## src/rtl/sram_bist_pkg.sv

```systemverilog
// March C- BIST definitions: FSM states, op codes and the element table.
// Op code bit 1 = read, bit 0 = data background (0 -> all-zero, 1 -> all-one).
package sram_bist_pkg;

    localparam logic [1:0] ST_IDLE  = 2'd0;
    localparam logic [1:0] ST_RUN   = 2'd1;
    localparam logic [1:0] ST_DRAIN = 2'd2;
    localparam logic [1:0] ST_DONE  = 2'd3;

    localparam logic [1:0] OP_W0 = 2'b00;
    localparam logic [1:0] OP_W1 = 2'b01;
    localparam logic [1:0] OP_R0 = 2'b10;
    localparam logic [1:0] OP_R1 = 2'b11;

    localparam int         NUM_ELEM  = 6;
    localparam logic [2:0] LAST_ELEM = 3'(NUM_ELEM - 1);

    // Element tables, index = element number (E5 listed first in each literal)
    localparam logic [NUM_ELEM-1:0] ELEM_DOWN    = 6'b011000;
    localparam logic [NUM_ELEM-1:0] ELEM_TWO_OPS = 6'b011110;
    localparam logic [NUM_ELEM-1:0][1:0] ELEM_OP0 = {OP_R0, OP_R1, OP_R0, OP_R1, OP_R0, OP_W0};
    localparam logic [NUM_ELEM-1:0][1:0] ELEM_OP1 = {OP_W0, OP_W0, OP_W1, OP_W0, OP_W1, OP_W0};

    function automatic logic op_is_read(input logic [1:0] op);
        return op[1];
    endfunction

    function automatic logic op_value(input logic [1:0] op);
        return op[0];
    endfunction

endpackage

```

## src/rtl/sram_1p_march_bist_if.sv

```systemverilog
// Control/status and macro BIST-port bundle between the March engine (master) and the SRAM side (slave).
// Pure wiring: no latency, no flow control.
interface sram_1p_march_bist_if #(
    parameter int DATA_W = 64,
    parameter int ADDR_W = 11
);
    logic              A_START;
    logic              A_BUSY;
    logic              A_DONE;
    logic              A_FAIL;
    logic              A_BIST_EN;
    logic              A_BIST_MEN;
    logic              A_BIST_WEN;
    logic              A_BIST_REN;
    logic [ADDR_W-1:0] A_BIST_ADDR;
    logic [DATA_W-1:0] A_BIST_DIN;
    logic [DATA_W-1:0] A_BIST_BM;
    logic [DATA_W-1:0] A_DOUT;
    logic [ADDR_W-1:0] A_FAIL_ADDR;
    logic [2:0]        A_FAIL_ELEM;

    modport master (
        input  A_START, A_DOUT,
        output A_BUSY, A_DONE, A_FAIL, A_BIST_EN, A_BIST_MEN, A_BIST_WEN, A_BIST_REN,
               A_BIST_ADDR, A_BIST_DIN, A_BIST_BM, A_FAIL_ADDR, A_FAIL_ELEM
    );

    modport slave (
        output A_START, A_DOUT,
        input  A_BUSY, A_DONE, A_FAIL, A_BIST_EN, A_BIST_MEN, A_BIST_WEN, A_BIST_REN,
               A_BIST_ADDR, A_BIST_DIN, A_BIST_BM, A_FAIL_ADDR, A_FAIL_ELEM
    );
endinterface

```

## src/rtl/sram_bist_cmp.sv

```systemverilog
// Read-check pipeline: captures read-valid and expected background with the read, compares A_DOUT next cycle.
// Latency: mismatch pulse one cycle after the read op; never stalls.
module sram_bist_cmp #(
    parameter int DATA_W = 64
) (
    input  logic              clk,
    input  logic              rst,
    input  logic              rd_vld,
    input  logic              rd_exp,
    input  logic [DATA_W-1:0] dout,
    output logic              mismatch
);

    logic rd_vld_q;
    logic exp_q;

    always_ff @(posedge clk or posedge rst) begin
        if (rst) begin
            rd_vld_q <= 1'b0;
            exp_q    <= 1'b0;
        end else begin
            rd_vld_q <= rd_vld;
            exp_q    <= rd_exp;
        end
    end

    assign mismatch = rd_vld_q && (dout != {DATA_W{exp_q}});

endmodule

```

## src/rtl/sram_1p_march_bist.sv

```systemverilog
// March C- self-test engine for a single-port SRAM BIST port; 10*DEPTH op cycles + drain, one op per cycle.
// Optional first-fail diagnosis under SRAM_BIST_DIAG_EN (A_FAIL_ADDR/A_FAIL_ELEM tied 0 otherwise).
module sram_1p_march_bist
    import sram_bist_pkg::*;
#(
    parameter int DATA_W = 64,
    parameter int ADDR_W = 11,
    parameter int DEPTH  = 2048
) (
    input  logic                 A_CLK,
    input  logic                 A_RST,
    sram_1p_march_bist_if.master bist
);

    localparam logic [ADDR_W-1:0] LAST_ADDR = ADDR_W'(DEPTH - 1);

    logic [1:0]        state;
    logic [2:0]        elem;
    logic              op_idx;
    logic [ADDR_W-1:0] addr;
    logic              fail_q;

    logic              run;
    logic              busy;
    logic              start_acc;
    logic [1:0]        cur_op;
    logic              last_op;
    logic              down;
    logic              addr_end;
    logic [2:0]        next_elem;
    logic              mismatch;

    assign run       = (state == ST_RUN);
    assign busy      = run || (state == ST_DRAIN);
    assign start_acc = (state == ST_IDLE) && bist.A_START;
    assign cur_op    = op_idx ? ELEM_OP1[elem] : ELEM_OP0[elem];
    assign last_op   = !ELEM_TWO_OPS[elem] || op_idx;
    assign down      = ELEM_DOWN[elem];
    assign addr_end  = down ? (addr == '0) : (addr == LAST_ADDR);
    assign next_elem = elem + 3'd1;

    // Sequencer: op slot within an address, then address, then element
    always_ff @(posedge A_CLK or posedge A_RST) begin
        if (A_RST) begin
            state  <= ST_IDLE;
            elem   <= '0;
            op_idx <= 1'b0;
            addr   <= '0;
        end else begin
            case (state)
                ST_IDLE: begin
                    if (bist.A_START) begin
                        state  <= ST_RUN;
                        elem   <= '0;
                        op_idx <= 1'b0;
                        addr   <= '0;
                    end
                end
                ST_RUN: begin
                    if (!last_op) begin
                        op_idx <= 1'b1;
                    end else begin
                        op_idx <= 1'b0;
                        if (!addr_end) begin
                            addr <= down ? addr - 1'b1 : addr + 1'b1;
                        end else if (elem == LAST_ELEM) begin
                            state <= ST_DRAIN;
                            addr  <= '0;
                        end else begin
                            elem <= next_elem;
                            addr <= ELEM_DOWN[next_elem] ? LAST_ADDR : '0;
                        end
                    end
                end
                ST_DRAIN: state <= ST_DONE;
                ST_DONE: begin
                    state <= ST_IDLE;
                    elem  <= '0;
                end
                default: state <= ST_IDLE;
            endcase
        end
    end

    sram_bist_cmp #(
        .DATA_W(DATA_W)
    ) u_cmp (
        .clk     (A_CLK),
        .rst     (A_RST),
        .rd_vld  (run && op_is_read(cur_op)),
        .rd_exp  (op_value(cur_op)),
        .dout    (bist.A_DOUT),
        .mismatch(mismatch)
    );

    always_ff @(posedge A_CLK or posedge A_RST) begin
        if (A_RST) begin
            fail_q <= 1'b0;
        end else if (start_acc) begin
            fail_q <= 1'b0;
        end else if (mismatch) begin
            fail_q <= 1'b1;
        end
    end

`ifdef SRAM_BIST_DIAG_EN
    logic [ADDR_W-1:0] rd_addr_q;
    logic [2:0]        rd_elem_q;
    logic [ADDR_W-1:0] fail_addr_q;
    logic [2:0]        fail_elem_q;

    // Tag follows the read into the compare cycle; only the first mismatch is kept
    always_ff @(posedge A_CLK or posedge A_RST) begin
        if (A_RST) begin
            rd_addr_q   <= '0;
            rd_elem_q   <= '0;
            fail_addr_q <= '0;
            fail_elem_q <= '0;
        end else begin
            rd_addr_q <= addr;
            rd_elem_q <= elem;
            if (start_acc) begin
                fail_addr_q <= '0;
                fail_elem_q <= '0;
            end else if (mismatch && !fail_q) begin
                fail_addr_q <= rd_addr_q;
                fail_elem_q <= rd_elem_q;
            end
        end
    end

    assign bist.A_FAIL_ADDR = fail_addr_q;
    assign bist.A_FAIL_ELEM = fail_elem_q;
`else
    assign bist.A_FAIL_ADDR = '0;
    assign bist.A_FAIL_ELEM = '0;
`endif

    assign bist.A_BUSY      = busy;
    assign bist.A_DONE      = (state == ST_DONE);
    assign bist.A_FAIL      = fail_q;
    assign bist.A_BIST_EN   = busy;
    assign bist.A_BIST_MEN  = run;
    assign bist.A_BIST_WEN  = run && !op_is_read(cur_op);
    assign bist.A_BIST_REN  = run && op_is_read(cur_op);
    assign bist.A_BIST_ADDR = run ? addr : '0;
    assign bist.A_BIST_DIN  = (run && op_value(cur_op)) ? '1 : '0;
    assign bist.A_BIST_BM   = busy ? '1 : '0;

endmodule
```

## src/flat_wrapper.sv

```systemverilog
// flat-port wrapper written by rule: the top's interface ports become plain ports
module sram_1p_march_bist_flat import sram_bist_pkg::*;
#(
    parameter int DATA_W = 64,
    parameter int ADDR_W = 11,
    parameter int DEPTH  = 2048
)
  (A_CLK, A_RST, bist_A_START, bist_A_DOUT, bist_A_BUSY, bist_A_DONE, bist_A_FAIL, bist_A_BIST_EN, bist_A_BIST_MEN, bist_A_BIST_WEN, bist_A_BIST_REN, bist_A_BIST_ADDR, bist_A_BIST_DIN, bist_A_BIST_BM, bist_A_FAIL_ADDR, bist_A_FAIL_ELEM);
  sram_1p_march_bist_if #(.DATA_W(DATA_W), .ADDR_W(ADDR_W)) bist_i ();
  input  logic A_CLK;
  input  logic A_RST;
  input wire logic [$bits(bist_i.A_START)-1:0] bist_A_START;
  input wire logic [$bits(bist_i.A_DOUT)-1:0] bist_A_DOUT;
  output wire logic [$bits(bist_i.A_BUSY)-1:0] bist_A_BUSY;
  output wire logic [$bits(bist_i.A_DONE)-1:0] bist_A_DONE;
  output wire logic [$bits(bist_i.A_FAIL)-1:0] bist_A_FAIL;
  output wire logic [$bits(bist_i.A_BIST_EN)-1:0] bist_A_BIST_EN;
  output wire logic [$bits(bist_i.A_BIST_MEN)-1:0] bist_A_BIST_MEN;
  output wire logic [$bits(bist_i.A_BIST_WEN)-1:0] bist_A_BIST_WEN;
  output wire logic [$bits(bist_i.A_BIST_REN)-1:0] bist_A_BIST_REN;
  output wire logic [$bits(bist_i.A_BIST_ADDR)-1:0] bist_A_BIST_ADDR;
  output wire logic [$bits(bist_i.A_BIST_DIN)-1:0] bist_A_BIST_DIN;
  output wire logic [$bits(bist_i.A_BIST_BM)-1:0] bist_A_BIST_BM;
  output wire logic [$bits(bist_i.A_FAIL_ADDR)-1:0] bist_A_FAIL_ADDR;
  output wire logic [$bits(bist_i.A_FAIL_ELEM)-1:0] bist_A_FAIL_ELEM;
  assign bist_i.A_START = bist_A_START;
  assign bist_i.A_DOUT = bist_A_DOUT;
  assign bist_A_BUSY = bist_i.A_BUSY;
  assign bist_A_DONE = bist_i.A_DONE;
  assign bist_A_FAIL = bist_i.A_FAIL;
  assign bist_A_BIST_EN = bist_i.A_BIST_EN;
  assign bist_A_BIST_MEN = bist_i.A_BIST_MEN;
  assign bist_A_BIST_WEN = bist_i.A_BIST_WEN;
  assign bist_A_BIST_REN = bist_i.A_BIST_REN;
  assign bist_A_BIST_ADDR = bist_i.A_BIST_ADDR;
  assign bist_A_BIST_DIN = bist_i.A_BIST_DIN;
  assign bist_A_BIST_BM = bist_i.A_BIST_BM;
  assign bist_A_FAIL_ADDR = bist_i.A_FAIL_ADDR;
  assign bist_A_FAIL_ELEM = bist_i.A_FAIL_ELEM;
  sram_1p_march_bist #(.DATA_W(DATA_W), .ADDR_W(ADDR_W), .DEPTH(DEPTH)) u_core (.A_CLK(A_CLK), .A_RST(A_RST), .bist(bist_i));
endmodule
```

## config.mk

```make
export PLATFORM = sky130hd
export DESIGN_NAME = sram_1p_march_bist_flat
export DESIGN_NICKNAME = d
export VERILOG_FILES = /design/src/rtl/sram_bist_pkg.sv /design/src/rtl/sram_1p_march_bist_if.sv /design/src/rtl/sram_bist_cmp.sv /design/src/rtl/sram_1p_march_bist.sv /design/src/flat_wrapper.sv
export SDC_FILE = /design/constraint.sdc
export NUM_CORES = 1
export LEC_CHECK = 0
export CAP_MARGIN = 20
export CORE_MARGIN = 2
export CORE_UTILIZATION = 38
export DETAILED_ROUTE_END_ITERATION = 10
export GPL_ROUTABILITY_DRIVEN = 1
export GPL_TIMING_DRIVEN = 0
export PLACE_DENSITY = 0.84
export SETUP_SLACK_MARGIN = 0.3
export SLEW_MARGIN = 0
export SYNTH_ARGS = -nofsm -noshare
export SYNTH_HDL_FRONTEND = slang
export SYNTH_HIERARCHICAL = 1
export SYNTH_SLANG_ARGS = --single-unit
```

## constraint.sdc

```tcl
create_clock -name A_CLK -period 9.9 [get_ports A_CLK]
set_input_delay 2.97 -clock A_CLK [delete_from_list [all_inputs] [get_ports A_CLK]]
set_output_delay 2.97 -clock A_CLK [all_outputs]
set_load 0.01 [all_outputs]
```

==> results.sh <==
export IMPL_status="completed"
export IMPL_whs_ns=0.5375
export IMPL_yosys_most_used_dff="dfrtp_1"
export IMPL_clkTransAtPathRegs_ns=0.08
export IMPL_hold_viol=0
export IMPL_max_stage_delay_ns=0.90
export IMPL_fmax_ghz=0.1580
export IMPL_r2r_end="u_core/addr[10]$_DFFE_PP0P_"
export IMPL_critical_path_arrival_ns=3.36
export IMPL_path_cells="inv_1 > ha_1 > clkbuf_1 > clkbuf_1 > and2_2 > buf_4 > clkdlybuf4s50_1"
export IMPL_ys_async_sr_fraction=1.000
export IMPL_r2r_cells=10
export IMPL_vias=3374
export IMPL_maxCapViolations=0
export IMPL_synth_distinct_cells=53
export IMPL_die_area_um2=8960
export IMPL_mostFrequentLayoutCells="clkdlybuf4s50_1 (212), buf_4 (142), nand2_1 (33), dfrtp_1 (20), ha_1 (19)"
export IMPL_cts_resized=0
export IMPL_coreArea_um2=8093
export IMPL_synth_edf_count=0
export IMPL_drc=0
export IMPL_grt_ovfl_total=0
export IMPL_tns_ns=0
export IMPL_cts_inserted_buffers=3
export IMPL_power_leakage_nw=2.562
export IMPL_dr_pass1_iters=4
export IMPL_grt_usage=0.2071
export IMPL_grt_max_degree=68
export IMPL_ys_warn_count=6
export IMPL_slew_viol_final=0
export IMPL_tightest_slew_ns=1.024
export IMPL_place_area_um2=5429
export IMPL_worstHoldPathType="flop to flop"
export IMPL_rows=33
export IMPL_synth_cells=393
export IMPL_port_buffers=212
export IMPL_wl_met2_mm=4.876
export IMPL_setup_viol=0
export IMPL_syn2layout_area_growth_pct=76.12
export IMPL_die_h_um=94.66
export IMPL_synthesis_area_um2=3123
export IMPL_final_common_cell="clkdlybuf4s50_1"
export IMPL_dpl_hpwl_mm=8.207
export IMPL_layout_min_cycle_time_ns=6.328
export IMPL_first_iter_violations=110
export IMPL_antennaDiodeCount=0
export IMPL_clock_path_buffers=2
export IMPL_post_route_period_util=0.6392
export IMPL_clkLatencyLatePin_ns=0.26
export IMPL_viasPerCell=4.641
export IMPL_p_per_area_nw_per_um2=37.46
export IMPL_avgSynthCellArea_um2=7.947
export IMPL_critical_path_required_ns=6.93
export IMPL_crit_fanout=64
export IMPL_cts_max_level=1
export IMPL_wl_per_cell_um=13.51
export IMPL_worst_setup_path_end_kind="primary output"
export IMPL_finClkSkew_ns=0.001478
export IMPL_rsz0062_at_grt="false"
export IMPL_place_congestion=0.8993
export IMPL_worstReg2RegStart="u_core/elem[0]$_DFFE_PP0P_"
export IMPL_cts_tree="built"
export IMPL_fin_nets=711
export IMPL_crit_slowest_cell="and2_2"
export IMPL_min_from="u_core/bist.A_FAIL$_DFFE_PP0P_"
export IMPL_cp_endpoint="bist_A_BIST_DIN[12]"
export IMPL_start_kind="flop"
export IMPL_crit_start="u_core/state[1]$_DFFE_PP0P_"
export IMPL_synth_seq_cells=20
export IMPL_irDropWorstVdd_mv=0.06627
export IMPL_postRouteAntennaNets=0
export IMPL_post_cts_buffers=0
export IMPL_cp_common_cell="clkbuf_1"
export IMPL_die_x_um=94.66
export IMPL_worst_setup_path_type="flop to primary output"
export IMPL_max_slew_margin=0.3173
export IMPL_dr_max_layer_used="met4"
export IMPL_totalWireLength_mm=9.825
export IMPL_met3_length_um=991
export IMPL_design_area_um2=5500
export IMPL_ys_seq_area_frac=0.1603
export IMPL_grt_pass1_vias=3280
export IMPL_drive_gt1_frac=0.2605
export IMPL_reg2reg_setup_slack_ns=6.66
export IMPL_postLayoutCoreUtil=0.6797
export IMPL_grt_pass1_wl_mm=15.06
export IMPL_boundaryPins=227
export IMPL_cts_hold_buffers=0
export IMPL_m1WireLength_mm=3.563
export IMPL_cts_sinks=20
export IMPL_cts_root_buf="clkbuf_8"
export IMPL_antenna_found_initial=0
export IMPL_start_util=0.3859
cell usage after synthesis (all sizes together) (3+ instances only):
cell type	number	area, µm²
xor2	3	26.28
dfrtp	20	500.5
nand3	12	60.06
mux2i	5	50.05
nor3	10	50.05
nor4	10	75.07
and2	12	75.07
a21o	7	52.55
nand2	33	123.9
nor2	12	45.04
inv	11	41.29
or3	9	61.31
nand4	10	62.56
o22ai	4	25.02
buf	144	1082
xnor2	4	35.03
a211oi	3	22.52
a21oi	8	43.79
clkbuf	5	18.77
o21ai	12	60.05
ha	20	250.2
or4	8	63.81
o21bai	3	22.52
worst max-delay path, delay by kind of cell (launching register included):
family	cells	cell delay, ns
buffers and inverters	5	1.58
and+or+nand+nor	1	0.90
DFF	1	0.41
adders and majority gates	1	0.18
how the worst min path moves through the flow:
stage          depth (start not counted)                        endpoint  slack, ns
2_1_floorplan                          2      u_core/addr[6]$_DFFE_PP0P_       0.50
3_3_place_gp                           2  u_core/bist.A_FAIL$_DFFE_PP0P_       0.50
3_5_place_dp                           2  u_core/bist.A_FAIL$_DFFE_PP0P_       0.52
4_1_cts                                2  u_core/bist.A_FAIL$_DFFE_PP0P_       0.55
5_1_grt                                2      u_core/addr[5]$_DFFE_PP0P_       0.60
6_report                               2  u_core/bist.A_FAIL$_DFFE_PP0P_       0.54
registers in the layout, indices dropped and copies added, names as in the netlist:
name and count:
u_core/bist.A_FAIL 1, u_core/u_cmp/exp_q 1, u_core/u_cmp/rd_vld_q 1, u_core/addr 11
u_core/elem 3, u_core/state 2, u_core/op_idx 1
metrics by stage:
stage                     power (mW)  setup slack (ns)  std cells
after floorplan              0.09435             4.259        406
after global placement        0.1233             3.304        723
after detailed placement      0.1246             3.808        723
after CTS                     0.2076             3.503        727
after global routing          0.2146             3.247        727
final                         0.2060             3.572        727
area by class of cell:
class	instances	area, µm²
multi-input cells	226	1533
repair buffers	212	2122
well taps	105	131.4
inverters	11	41.29
fillers	650	2592
clock inverters	1	30.03
plain buffers	149	1101
flip-flops and latches	20	500.5
clock buffers	3	41.29
per-layer routing:
layer  up-vias  global-route usage
met3        35             0.06544
li1       1672                   -
met5         -                   0
met4         0             0.09662
met1      1506              0.2077
met2       161              0.3859
power by group:
group	total [mW]	internal, mW	switching [mW]
sequential	0.0816	0.0816	0
combinational	0.0418	0.0286	0.0132
clock	0.0827	0.0540	0.0286
total	0.206	0.164	0.0418
cell families (layout without fill, tap and decap cells):
logic type                 after synthesis  in the layout  share of synthesized area
xor gates and xnor gates                 7              7                    0.01963
AOI/OAI and AO/OA                       52             52                     0.1218
DFF                                     20             20                     0.1603
adders and majority gates               21             21                    0.08654
muxes                                    7              7                    0.02324
other                                    1             14                   0.001201
buffers and inverters                  160            376                     0.3658
and+or+nand+nor                        125            125                     0.2216
Power figures use the tool's default switching activity.
